File: config.mk
export PLATFORM = sky130hd
export DESIGN_NAME = mul_arbiter
export DESIGN_NICKNAME = d
export VERILOG_FILES = /design/src/rtl/mul_arbiter.sv
export SDC_FILE = /design/constraint.sdc
export NUM_CORES = 1
export LEC_CHECK = 0
export ABC_AREA = 1
export ABC_CLOCK_PERIOD_IN_PS = 1600
export CORE_AREA = 2 2 236 238
export CTS_CLUSTER_DIAMETER = 40
export CTS_CLUSTER_SIZE = 8
export DETAILED_ROUTE_END_ITERATION = 16
export DIE_AREA = 0 0 238 240
export PLACE_DENSITY = 0.53
export SLEW_MARGIN = 20
export SYNTH_ARGS = -nofsm -noshare
export SYNTH_HDL_FRONTEND = slang
export SYNTH_SLANG_ARGS = --single-unit
File: constraint.sdc
create_clock -name i_clk -period 1.6 [get_ports i_clk]
set_input_delay 0.16 -clock i_clk [delete_from_list [all_inputs] [get_ports i_clk]]
set_output_delay 0.16 -clock i_clk [all_outputs]
set_load 0.03 [all_outputs]
File: src/rtl/mul_arbiter.sv
// Two-requester round-robin front end for a shared multiplier: grants one
// operation at a time, issues it, formats the result and returns it to the owner.
`timescale 1ns/1ps
module mul_arbiter #(
  parameter int unsigned RR_INIT = 0
) (
  input  logic          i_clk,
  input  logic          i_rst_n,
  input  logic [1:0]    i_req_valid,
  output logic [1:0]    o_req_ready,
  input  logic [1:0]    i_req_mulw,
  input  logic [3:0]    i_req_signed,
  input  logic [1:0]    i_req_hi,
  input  logic [127:0]  i_req_a,
  input  logic [127:0]  i_req_b,
  input  logic [1:0]    i_req_flush,
  output logic [1:0]    o_resp_valid,
  input  logic [1:0]    i_resp_ready,
  output logic [63:0]   o_resp_data,
  output logic          o_mul_in_valid,
  output logic          o_mul_flush,
  output logic          o_mul_mulw,
  output logic [1:0]    o_mul_signed,
  output logic [63:0]   o_mul_multiplicand,
  output logic [63:0]   o_mul_multiplier,
  input  logic          i_mul_out_ready,
  input  logic          i_mul_out_valid,
  input  logic [63:0]   i_mul_result_hi,
  input  logic [63:0]   i_mul_result_lo
);

  typedef enum logic [2:0] {
    S_IDLE,
    S_ISSUE,
    S_WAIT,
    S_RESP,
    S_DRAIN
  } state_t;

  localparam logic PTR_INIT = (RR_INIT != 0);

  state_t      r_state;
  state_t      w_next;
  logic        r_ptr;
  logic        r_owner;
  logic        r_mulw;
  logic        r_hi;
  logic [1:0]  r_signed;
  logic [63:0] r_a;
  logic [63:0] r_b;
  logic [63:0] r_resp_data;

  logic        w_grant;
  logic        w_gnt_id;
  logic        w_own_flush;
  logic        w_ptr_adv;
  logic        w_capture;
  logic [63:0] w_result;

  // req_ready is gated by reset so every output reads zero while reset is held
  assign w_grant     = i_rst_n && (r_state == S_IDLE) && i_mul_out_ready && (|i_req_valid);
  assign w_gnt_id    = (&i_req_valid) ? r_ptr : i_req_valid[1];
  assign w_own_flush = i_req_flush[r_owner];
  assign w_capture   = (r_state == S_WAIT) && i_mul_out_valid && !w_own_flush;
  assign w_result    = r_mulw ? {{32{i_mul_result_lo[31]}}, i_mul_result_lo[31:0]}
                              : (r_hi ? i_mul_result_hi : i_mul_result_lo);

  assign o_mul_mulw         = r_mulw;
  assign o_mul_signed       = r_signed;
  assign o_mul_multiplicand = r_a;
  assign o_mul_multiplier   = r_b;
  assign o_resp_data        = r_resp_data;

  always_comb begin
    w_next         = r_state;
    o_req_ready    = '0;
    o_resp_valid   = '0;
    o_mul_in_valid = 1'b0;
    o_mul_flush    = 1'b0;
    w_ptr_adv      = 1'b0;
    case (r_state)
      S_IDLE: begin
        if (w_grant) begin
          o_req_ready[w_gnt_id] = 1'b1;
          w_next                = S_ISSUE;
        end
      end
      S_ISSUE: begin
        o_mul_in_valid = 1'b1;
        if (w_own_flush) begin
          o_mul_flush = 1'b1;
          w_next      = S_DRAIN;
        end else begin
          w_next = S_WAIT;
        end
      end
      S_WAIT: begin
        // a flush racing the result needs no multiplier flush: just drop it
        if (w_own_flush && i_mul_out_valid) begin
          w_next    = S_IDLE;
          w_ptr_adv = 1'b1;
        end else if (w_own_flush) begin
          o_mul_flush = 1'b1;
          w_next      = S_DRAIN;
        end else if (i_mul_out_valid) begin
          w_next = S_RESP;
        end
      end
      S_RESP: begin
        o_resp_valid[r_owner] = 1'b1;
        if (w_own_flush || i_resp_ready[r_owner]) begin
          w_next    = S_IDLE;
          w_ptr_adv = 1'b1;
        end
      end
      S_DRAIN: begin
        if (i_mul_out_valid) begin
          w_next    = S_IDLE;
          w_ptr_adv = 1'b1;
        end
      end
      default: w_next = S_IDLE;
    endcase
  end

  always_ff @(posedge i_clk or negedge i_rst_n) begin
    if (!i_rst_n) begin
      r_state     <= S_IDLE;
      r_ptr       <= PTR_INIT;
      r_owner     <= 1'b0;
      r_mulw      <= 1'b0;
      r_hi        <= 1'b0;
      r_signed    <= '0;
      r_a         <= '0;
      r_b         <= '0;
      r_resp_data <= '0;
    end else begin
      r_state <= w_next;
      if (w_grant) begin
        r_owner  <= w_gnt_id;
        r_mulw   <= w_gnt_id ? i_req_mulw[1]     : i_req_mulw[0];
        r_hi     <= w_gnt_id ? i_req_hi[1]       : i_req_hi[0];
        r_signed <= w_gnt_id ? i_req_signed[3:2] : i_req_signed[1:0];
        r_a      <= w_gnt_id ? i_req_a[127:64]   : i_req_a[63:0];
        r_b      <= w_gnt_id ? i_req_b[127:64]   : i_req_b[63:0];
      end
      if (w_capture) begin
        r_resp_data <= w_result;
      end
      if (w_ptr_adv) begin
        r_ptr <= ~r_owner;
      end
    end
  end

endmodule

Yosys cells after proc, flatten, opt, wreduce, memory -nomap -nowiden
Cells that the tools add are included.
{"block": "word_totals", "register_bits": 201, "latch_bits": 0, "ramBits": 0, "mem_bits_ro": 0, "in_bits": 402, "output_inout_bits": 201, "wordCells": 71, "memories": 0}
{"block": "classes", "add_sub_neg": 0, "n_mul": 0, "n_div": 0, "order_cmp": 4, "n_eq_ne": 8, "shift": 0, "n_mux": 35, "bitwise_logic": 1, "reduce_logical": 14}
{"op": "$mux W64", "count": 4}
{"op": "$mux W3", "count": 7}
{"op": "$mux W1", "count": 15}
{"op": "$pmux W3 S5", "count": 1}
{"op": "$logic_and A1 B1 Y1", "count": 8}
{"op": "$mux W2", "count": 4}
{"op": "$eq A3 B2 Y1 const B", "count": 2}
{"op": "$ne A2 B2 Y1 const B", "count": 3}
{"op": "$lt A1 B2 Y1 const B", "count": 2}
{"op": "$ne A4 B3 Y1 const B", "count": 1}
{"op": "$reduce_and A4 Y1", "count": 1}
{"op": "$eq A3 B1 Y1 const B", "count": 1}
{"op": "$eq A3 B3 Y1 const B", "count": 1}
{"op": "$logic_not A3 Y1", "count": 1}
{"op": "$pmux W1 S3", "count": 1}
{"op": "$demux W1 S1", "count": 2}
{"op": "$ge A1 B1 Y1 const B", "count": 2}
{"op": "$pmux W1 S2", "count": 1}
{"op": "$reduce_and A2 Y1", "count": 1}
{"op": "$reduce_or A2 Y1", "count": 1}
{"op": "$logic_not A1 Y1", "count": 1}
{"op": "$logic_or A1 B1 Y1", "count": 1}
{"op": "$not A1 Y1", "count": 1}

Logic depth before layout (Yosys ltp)
Gate-level depths: netlist of run 1.
{"block": "logic_depth", "ltp_word": 8, "mapped_depth": 9, "mapped_depth_nobuf": 8}

Worst setup path before layout of run 1
No wires, ideal clock.
{"block": "synth_timing", "path_type": "reg2out", "from": "register r_state[1]", "to": "output o_mul_flush", "arrival_time_ns": 1.655, "t_required_ns": 1.440, "slack_ns": -0.215, "path_stages_with_launch": 4, "n_path_buf": 0, "cell_sequence": "dfrtp_1 nor3_1 o21ai_0 inv_1"}
{"block": "synth_between", "elab_chain_len": 2, "word_cells_on_any_way": 3, "cone_classes": "eq/ne (2); mux (1)"}
{"element": "start, declared", "line": "42", "source": "state_t r_state;"}
{"element": "start signal, assigned", "line": "138", "source": "r_state <= w_next;"}
{"element": "$eq A3 B2 Y1 or $eq A3 B1 Y1 (tied branches)", "line": "81", "source": "case (r_state)"}
{"element": "$pmux W1 S2 (*)", "line": "81"}
{"element": "end, declared", "line": "21", "source": "output logic o_mul_flush,"}
Mark *: on every way between the ends. The rest lies on a longest branch, timed or not.

Worst setup path after layout of run 1
{"block": "layout_timing", "from": "register r_state[0]", "to": "output o_req_ready[0]"}
{"block": "layout_between", "elab_chain_len": 6}
{"element": "$logic_not A3 Y1 (*)", "line": "61, 81"}
{"element": "$logic_and A1 B1 Y1 (3 in a row)", "line": "61", "source": "assign w_grant = i_rst_n && (r_state == S_IDLE) && i_mul_out_ready && (|i_req_valid);"}
{"element": "$mux W2", "line": "83", "source": "if (w_grant) begin"}
{"element": "$mux W2 (*)", "line": "81"}
{"element": "end, declared", "line": "10", "source": "output logic [1:0] o_req_ready,"}
Marks and branches as above.

==> impl_metrics.toml, run 1 <==
[route]
drt_iter0_markers = 407
routed_wl_um = 47500
viasPerCell = 4.17
detail_route.first_pass.iterations = 5
wl_per_cell_um = 18.8
via_count = 10500
drc = 0
final_antenna_net_count = 0

[worst_setup_path]
r2r_end = "o_mul_multiplicand[1]$_DFFE_PN0P_"
ff2ff_path_depth = 12
critPathKind = "reg -> out"
reg2reg_slack_ps = -210
reg2reg_from = "r_state[0]$_DFFE_PN0P_"
worst_setup_path_start_kind = "register"
crit_arrival_ps = 1720
path_max_fanout = 4
end_kind = "primary output"
cp.required_ps = 1440

[logic_synthesis]
netlist.area_leader.share_pct = 54.2
synth_cell_types = 22
yosysWarningCount = 0
syn_area_per_cell_sq_um = 8.24
synth_cells = 1126
yosysSeqAreaShare_pct = 54.2
synth_top_cell_by_area = "dfrtp_1"
synth_area_leaders = "dfrtp_1 (54%), nand2_1 (17%), nand3_1 (7.5%), nor2_1 (4.2%), a21oi_1 (3.6%)"
synth_fp_nets = 1528
synth_area_sq_mm = 0.00928
ys_ff_latch = 201

[timing]
clock_skew_ps = 17.0
rsz0062_at_grt = "yes"
worstMarginPinSlew_ps = 616
max_freq_ghz = 0.532
final-hold-violation-count = 0
fin_crit_ps = 1880
drv_slew = 0
slew_headroom_pct = 58.9
setup_slack_ps = -278
finalCritPeriodShare_pct = 117
finalSetupViolCount = 126

[clock_network]
clk_latency_ps = 550
cts_tree = "yes"
path_clk_slew_ps = 50
clock-root-buffer = "clkbuf_16"
cts-htree-levels = 2
cts_buffers = 44
cts.path.max_buffers = 3
clkSinkCount = 201

[grt]
track_usage_pct = 14.8
grt_antenna_before_repair = 2
grt_pass1_wl_um = 64000
grt_max_degree = 96
grt_overflow_total = 0
grt_pass1_vias = 10700

[place]
dp_hpwl_um = 34400
gp_congestion = 0.831
post-place-cells = 2419
portBuffers = 602

[flow_run]
cap_viol_max_count = 0

[floorplan]
die_area_sq_mm = 0.0571
die_height_um = 240
start_util_pct = 17.0
ios = 603
core_sq_mm = 0.0547
dieWidth_um = 238
rows = 86

[hold_path]
hp-class = "in -> reg"
timing.hold.worst.start = "i_req_a[82]"
hold_path_end = "o_mul_multiplicand[18]$_DFFE_PN0P_"
hold_depth = 3

[pwr]
peakVddDrop_uv = 798
p_per_area_mw_per_mm2 = 1850
finalPower_mw = 35.2
p_leak_nw = 9.18

[cells_and_area]
final_cells = 2530
layout-drive-gt1-share_pct = 16.9
final_nets = 2199
synthToLayoutAreaGrowth_pct = 105

[outcome]
status = "finished with violations"
failed_checks = "negative setup slack"
## metal layers
layer,track usage (%),share of wire [%],up-vias
met3,5.30,8.8,76
met2,27.3,52,495
li1,-,-,5011
met1,15.6,36,4958
met5,0,0.023,-
met4,4.94,3.2,2
## cells in the final DEF (no fill, tap or decap), types with 32 or more instances in the layout
cell type / n
nor2_1: 100
o21ai_0: 33
nand3_1: 90
mux2i_1: 32
a21oi_1: 67
dfrtp_1: 199
clkdlybuf4s50_1: 400
nand2_2: 34
nand3_2: 49
o21a_1: 32
buf_4: 52
clkbuf_16: 58
dlygate4sd2_1: 180
nand2_1: 356
## per-stage QoR
| step | cell area (sq um) | hold WS (ps) | utilization (%) | setup slack [ps] | TNS (ps) |
|---|---|---|---|---|---|
| global route | 19100 | 145 | 34.9 | -366 | -31740 |
| floorplan | 9280 | -136 | - | 98.3 | 0 |
| finish | 19100 | 172 | 34.9 | -278 | -18200 |
| CTS | 17900 | 130 | 32.7 | -300 | -14930 |
| global placement | 16500 | 147 | 30.1 | -139 | -12640 |
| detailed placement | 16500 | 146 | 30.1 | -173 | -16640 |
## layout make-up
class                           instances  area (sq um)
Multi-Input combinational cell        835          4380
Fill cell                            5673         35600
Clock inverter                         17           307
Antenna cell                            1          2.50
Clock buffer                           57          1230
Sequential cell                       201          5030
Tap cell                              704           881
Timing Repair Buffer                  697          7150
Inverter                               18          67.6
## sequential cells by signal, indices dropped and copies added (netlist names)
register	count
o_mul_multiplicand	64
o_mul_multiplier	64
o_mul_mulw	1
o_mul_signed	2
o_resp_data	64
r_hi	1
r_owner	1
r_ptr	1
r_state	3
## timing repair
item                                    in CTS  in global routing
hold buffers                                 1                  0
gates cloned                                 0                 18
resized for setup                          213                183
pin swaps                                    3                 43
hold endpoints to repair                   201                  0
endpoints found under the setup margin     206                197
setup buffers                                7                 12
## logic make-up after synthesis
| kind of cell | count (synthesis) | share of synthesized area, % |
|---|---|---|
| compound gates | 135 | 8.16 |
| buf+inv | 90 | 4.88 |
| flops | 201 | 54.2 |
| mux | 32 | 3.45 |
| simple gates | 668 | 29.3 |
## worst max-delay path by stage
| stage | start | end | slack, ps |
|---|---|---|---|
| after floorplan | r_state[1]$_DFFE_PN0P_ | o_mul_flush | 100 |
| after global routing | r_state[0]$_DFFE_PN0P_ | o_req_ready[0] | -370 |
| after global placement | i_mul_out_ready | o_mul_multiplicand[57]$_DFFE_PN0P_ | -140 |
| after CTS | r_state[2]$_DFFE_PN0P_ | o_req_ready[0] | -300 |
| final | r_state[0]$_DFFE_PN0P_ | o_req_ready[0] | -280 |
| after detailed placement | i_req_valid[0] | o_mul_multiplicand[5]$_DFFE_PN0P_ | -170 |
## synthesized netlist by cell type
library cell / n
buf_1: 3
buf_4: 20
nand4_1: 1
o21ai_1: 1
nand2_1: 418
nor3_1: 1
nand2_4: 1
a31oi_1: 1
buf_2: 32
dfrtp_1: 201
nor2_4: 2
nor2_1: 104
nor3_2: 1
o21ai_0: 34
o21a_1: 32
mux2i_1: 32
inv_2: 4
clkbuf_1: 17
inv_1: 14
nand3_1: 139
nor2_2: 1
a21oi_1: 67
## critical path, cell delays in order, from the launching register on
cell,delay (ps)
dfrtp_1,400
inv_2,140
nand3_2,90
inv_2,100
nand2_4,80
nor2_4,130
buf_12,120
buf_8,120
## power by group
group	switching [mW]	internal, mW	total (mW)	leakage [nW]
sequential	1.40	7.47	8.86	2.51
combinational	10.4	6.42	16.8	5.91
clock	2.92	6.64	9.55	0.755
No activity file was read; power rests on OpenSTA's default activity.
==> run 2: changes to the inputs <==
- ABC_AREA: 1 -> 0
- CORE_AREA: 2 2 236 238 -> 2 2 234 236
- DIE_AREA: 0 0 238 240 -> 0 0 236 238
- PLACE_DENSITY: 0.53 -> 0.54
==> impl_metrics.toml, run 2 <==
[cells_and_area]
num_antenna_cells = 0
mostFrequentLayoutCells = "clkdlybuf4s50_1 (400), dfrtp_1 (199), dlygate4sd2_1 (194), mux2i_1 (166), o21ai_1 (111)"
layout-drive-gt1-share_pct = 24.6
synthToLayoutAreaGrowth_pct = 113
final_cells = 2381
final_nets = 2052
layout_commonest_cell = "clkdlybuf4s50_1"
fin_area_sq_mm = 0.0207

[hold_path]
hold_depth = 3
hp-class = "in -> reg"

[pwr]
finalPower_mw = 37.0
peakVddDrop_uv = 948
p_per_area_mw_per_mm2 = 1790
p_leak_nw = 9.58

[logic_synthesis]
synth_cells = 938
ys.flop_type = "dfrtp_1"
netlist.area_leader.share_pct = 51.9
synth_fp_nets = 1340
synth_area_sq_mm = 0.00969
syn_area_per_cell_sq_um = 10.3
synth_edf_count = 0
synth_cell_types = 30
ys_ff_latch = 201
yosysSeqAreaShare_pct = 51.9
async_flop_share_pct = 100
synthTopCellsByCount = "dfrtp_1 (201), nand2_1 (201), mux2i_1 (166)"
yosysWarningCount = 0
synth_area_leaders = "dfrtp_1 (52%), mux2i_1 (17%), nand2_1 (7.8%), o21ai_1 (6.2%), buf_6 (2.7%)"
synth_top_cell_by_area = "dfrtp_1"

[clock_network]
clk_latency_ps = 550
cts-htree-levels = 2
cts.path.max_buffers = 3
clkSinkCount = 201
cts_buffers = 45
path_clk_slew_ps = 50
clock-root-buffer = "clkbuf_16"
cts_tree = "yes"

[route]
viasPerCell = 4.18
wl_per_cell_um = 18.2
drc = 0
detail_route.first_pass.iterations = 4
routed_wl_um = 43400
final_antenna_net_count = 0
via_count = 9946
drt_iter0_markers = 226

[timing]
holdWs_ps = 241
clock_skew_ps = 10.0
setup_slack_ps = -424
setup_tns_ps = -33400
final-hold-violation-count = 0
fin_crit_ps = 2020
drv_slew = 0
finalCritPeriodShare_pct = 127
max_freq_ghz = 0.494
rsz0062_at_grt = "yes"
finalSetupViolCount = 199
worstMarginPinSlew_ps = 791
slew_headroom_pct = 47.3

[floorplan]
rows = 85
ios = 603
dieWidth_um = 236
start_util_pct = 18.1
die_area_sq_mm = 0.0562
die_height_um = 238
core_sq_mm = 0.0535

[grt]
grt_overflow_total = 0
grt_antenna_before_repair = 1
grt_pass1_wl_um = 61600
use_met2_pct = 25.8
track_usage_pct = 14.3
grtUsageMet1_pct = 15.3
grt_max_degree = 114
grt_pass1_vias = 10500
busiest_layer = "met2"
use_met3_pct = 4.70

[place]
portBuffers = 602
postPlaceCellArea_sq_mm = 0.0171
gp_congestion = 0.818
post-place-cells = 2245
dp_hpwl_um = 30600

[worst_setup_path]
end_kind = "primary output"
worst_setup_path_start_kind = "register"
cp.required_ps = 1440
critPathKind = "reg -> out"
crit_arrival_ps = 1860
path_max_fanout = 3
ff2ff_path_depth = 10

[flow_run]
cap_viol_max_count = 0

[outcome]
status = "finished with violations"
failed_checks = "negative setup slack"
## run 2: changes by cell type in the layout (fill, tap and decap cells not counted), moves of 67 or more
| cell | delta |
|---|---|
| nand2_1 | -252 |
| mux2i_1 | +134 |
| o21ai_1 | +111 |
| a21oi_1 | -67 |
| nor2_1 | -100 |
| nand3_1 | -90 |
## run 2: power breakdown
| group | internal [mW] | switching, mW | total, mW |
|---|---|---|---|
| clock | 6.40 | 3.04 | 9.44 |
| sequential | 7.38 | 1.64 | 9.02 |
| combinational | 7.82 | 10.7 | 18.5 |
| total | 21.6 | 15.4 | 37.0 |
## run 2: critical path, cell delays in order, from the launching register on
cell and delay [ps]:
dfrtp_1 400, nor4b_4 280, buf_4 160, o211ai_4 100, buf_12 150, nor2b_4 100
buf_6 130
## run 2: kinds of logic (layout without fill, tap and decap cells)
group                  Yosys count  after routing  share of synthesized area [%]
multiplexers                   167            167                           17.3
flip-flops                     201            201                           51.9
AO/OA/AOI/OAI                  240            240                           14.5
AND/OR/NAND/NOR                251            251                           11.1
buffers and inverters           79            826                           5.19
## run 2: worst paths after layout
check | from | slack (ps) | end
setup / recovery | r_state[0]$_DFFE_PN0P_ | -420 | o_req_ready[0]
hold / removal | i_req_a[122] | 240 | o_mul_multiplicand[58]$_DFFE_PN0P_
setup reg to reg | r_state[0]$_DFFE_PN0P_ | -300 | o_mul_multiplier[20]$_DFFE_PN0P_
hold reg to reg | o_mul_multiplicand[47]$_DFFE_PN0P_ | 470 | o_mul_multiplicand[47]$_DFFE_PN0P_
max in group asynchronous | i_rst_n | 570 | o_mul_multiplier[21]$_DFFE_PN0P_
min in group asynchronous | i_rst_n | 360 | o_resp_data[59]$_DFFE_PN0P_
## run 2: metal layers
metal / part of all wire [%] / vias to the layer above
met3: 7.9 / 67
met5: 0 / -
met4: 2.9 / 0
met1: 37 / 4725
met2: 52 / 410
li1: - / 4744
## run 2: per-stage QoR
| stage | util, % | setup WS, ps |
|---|---|---|
| after floorplan | - | 0.455 |
| after global placement | 32.0 | -254 |
| after detailed placement | 32.0 | -268 |
| after CTS | 36.1 | -523 |
| after global routing | 38.6 | -555 |
| final | 38.6 | -424 |
## run 2: what timing repair did
| action | 4_1_cts | 5_1_grt |
|---|---|---|
| setup buffers | 14 | 6 |
| gates resized for setup | 320 | 239 |
| endpoints found under the setup margin | 336 | 209 |
| hold endpoints to repair | 201 | 0 |
| gates cloned | 14 | 25 |
| hold buffers | 1 | 0 |
| pin swaps | 24 | 90 |
## run 2: cell type report
cell class,count,area [sq um]
clock buffer,55,1230
clock inverter,27,320
tap,696,871
fill,5297,32800
inverter,2,7.51
timing repair buffer,742,8030
multi-input combinational,658,5160
sequential,201,5030
==> run 3: changes to the inputs <==
- ABC_AREA: 0 -> default
- CAP_MARGIN: default -> 30
- CTS_CLUSTER_DIAMETER: 40 -> 60
==> impl_metrics.toml, run 3 (same netlist as run 2, synthesis figures left out) <==
[clock_network]
clk_latency_ps = 550
clkSinkCount = 201
cts-htree-levels = 1
path_clk_slew_ps = 50
cts_tree = "yes"
cts_buffers = 30
clock-root-buffer = "clkbuf_16"
cts.path.max_buffers = 3

[timing]
fin_crit_ps = 2040
rsz0062_at_grt = "yes"
finalCritPeriodShare_pct = 128
final-hold-violation-count = 0
finalSetupViolCount = 201
max_freq_ghz = 0.489
holdWs_ps = 233
clock_skew_ps = 13.0
drv_slew = 0
slew_headroom_pct = 47.2
worstMarginPinSlew_ps = 792
setup_slack_ps = -445

[cells_and_area]
final_nets = 2034
final_cells = 2334
mostFrequentLayoutCells = "clkdlybuf4s50_1 (400), dfrtp_1 (199), dlygate4sd2_1 (192), mux2i_1 (166), nand2_1 (116)"
layout-drive-gt1-share_pct = 22.2
layout_commonest_cell = "clkdlybuf4s50_1"
fillers = 5404
multi_input_area_sq_mm = 0.00511
seq_area_sq_mm = 0.00503
fin_area_sq_mm = 0.0198
synthToLayoutAreaGrowth_pct = 105
num_antenna_cells = 0

[route]
viasPerCell = 4.20
drc = 0
drt_iter0_markers = 179
final_antenna_net_count = 0
via_count = 9808
routed_wl_um = 43000
wl_per_cell_um = 18.4
detail_route.first_pass.iterations = 4

[worst_setup_path]
cp.depth = 6
critPathBufInv = 3
ff2ff_path_depth = 10
crit_family = "buffers and inverters"
crit_chain = "nor4b_4 > buf_4 > o211ai_4 > buf_12 > nor2b_4 > buf_6"
critPathKind = "reg -> out"
worst_setup_path_start_kind = "register"
path_max_fanout = 3
cp.required_ps = 1440
crit_arrival_ps = 1880
cp_slowest_cell = "dfrtp_1"
critPathMaxStageDelay_ps = 400
reg2reg_slack_ps = -320
end_kind = "primary output"

[place]
postPlaceCellArea_sq_mm = 0.0171
post-place-cells = 2245
dp_hpwl_um = 30600
portBuffers = 602
gp_congestion = 0.818

[floorplan]
die_height_um = 238
ios = 603
start_util_pct = 18.1
dieWidth_um = 236
die_area_sq_mm = 0.0562
rows = 85
core_sq_mm = 0.0535

[pwr]
finalPower_mw = 33.2
p_leak_nw = 9.18
p_per_area_mw_per_mm2 = 1670
peakVddDrop_uv = 804

[grt]
grt_overflow_total = 0
grt_max_degree = 114
grt_antenna_before_repair = 0
grt_pass1_vias = 10100
track_usage_pct = 13.8
grt_pass1_wl_um = 60600

[hold_path]
hold_depth = 3
hp-class = "in -> reg"

[outcome]
failed_checks = "negative setup slack"
status = "finished with violations"

[flow_run]
cap_viol_max_count = 0
run 3: cell count changes in the layout (fill, tap and decap cells not counted), moves of 4 or more:
cell,before,now
clkinv_4,5,1
bufinv_16,6,1
o21ai_0,6,16
nand2_4,47,37
clkinv_2,10,0
o21ai_2,49,55
clkinvlp_4,5,0
o21ai_1,111,95
nand2_1,104,116
clkbuf_16,68,52
buf_12,31,26
run 3: through the flow:
step | TNS (ps) | utilization, % | worst slack [ps]
6_report | -37010 | 37.1 | -445
5_1_grt | -56140 | 37.1 | -565
4_1_cts | -44080 | 34.6 | -531
3_5_place_dp | -20090 | 32.0 | -268
3_3_place_gp | -19100 | 32.0 | -254
2_1_floorplan | 0 | - | 0.455
run 3: worst paths after layout:
kind,startpoint,endpoint
min in group asynchronous,i_rst_n,o_mul_multiplicand[63]$_DFFE_PN0P_
setup reg to reg,r_state[2]$_DFFE_PN0P_,o_mul_multiplicand[24]$_DFFE_PN0P_
hold reg to reg,o_resp_data[44]$_DFFE_PN0P_,o_resp_data[44]$_DFFE_PN0P_
hold / removal,i_req_a[104],o_mul_multiplicand[40]$_DFFE_PN0P_
setup / recovery,r_state[2]$_DFFE_PN0P_,o_req_ready[0]
max in group asynchronous,i_rst_n,o_mul_multiplier[50]$_DFFE_PN0P_
run 3: report_power, final:
group | switching, mW | internal (mW)
sequential | 1.59 | 7.37
combinational | 10.7 | 7.69
clock | 2.24 | 3.61
total | 14.5 | 18.7
run 3: worst reg2reg max path, delay by kind of cell, from the launching register on:
kind	cells	cell delay (ps)
compound gates	2	160
buf+inv	6	910
flops	1	400
simple gates	2	330
run 3: layout make-up:
| class | instances | share of cell area, % |
|---|---|---|
| Clock buffer | 36 | 4.06 |
| Inverter | 2 | 0.0379 |
| Multi-Input combinational cell | 658 | 25.8 |
| Timing Repair Buffer | 739 | 40.2 |
| Tap cell | 696 | 4.39 |
| Sequential cell | 201 | 25.4 |
| Clock inverter | 2 | 0.196 |
run 3: routing by layer:
layer	up-vias	routed length [um]	global-route usage (%)
met3	54	3200	3.94
met1	4694	16100	15.3
li1	4668	-	-
met5	-	0	0
met2	392	22600	25.6
met4	0	1010	3.96
run 3: repair_timing:
item                                    CTS  global route
endpoints found under the setup margin  342           208
hold buffers                              1             0
cloned                                   12            27
pin swaps                                31            67
resized for setup                       315           215
hold endpoints to repair                201             0
buffers inserted                         13             2
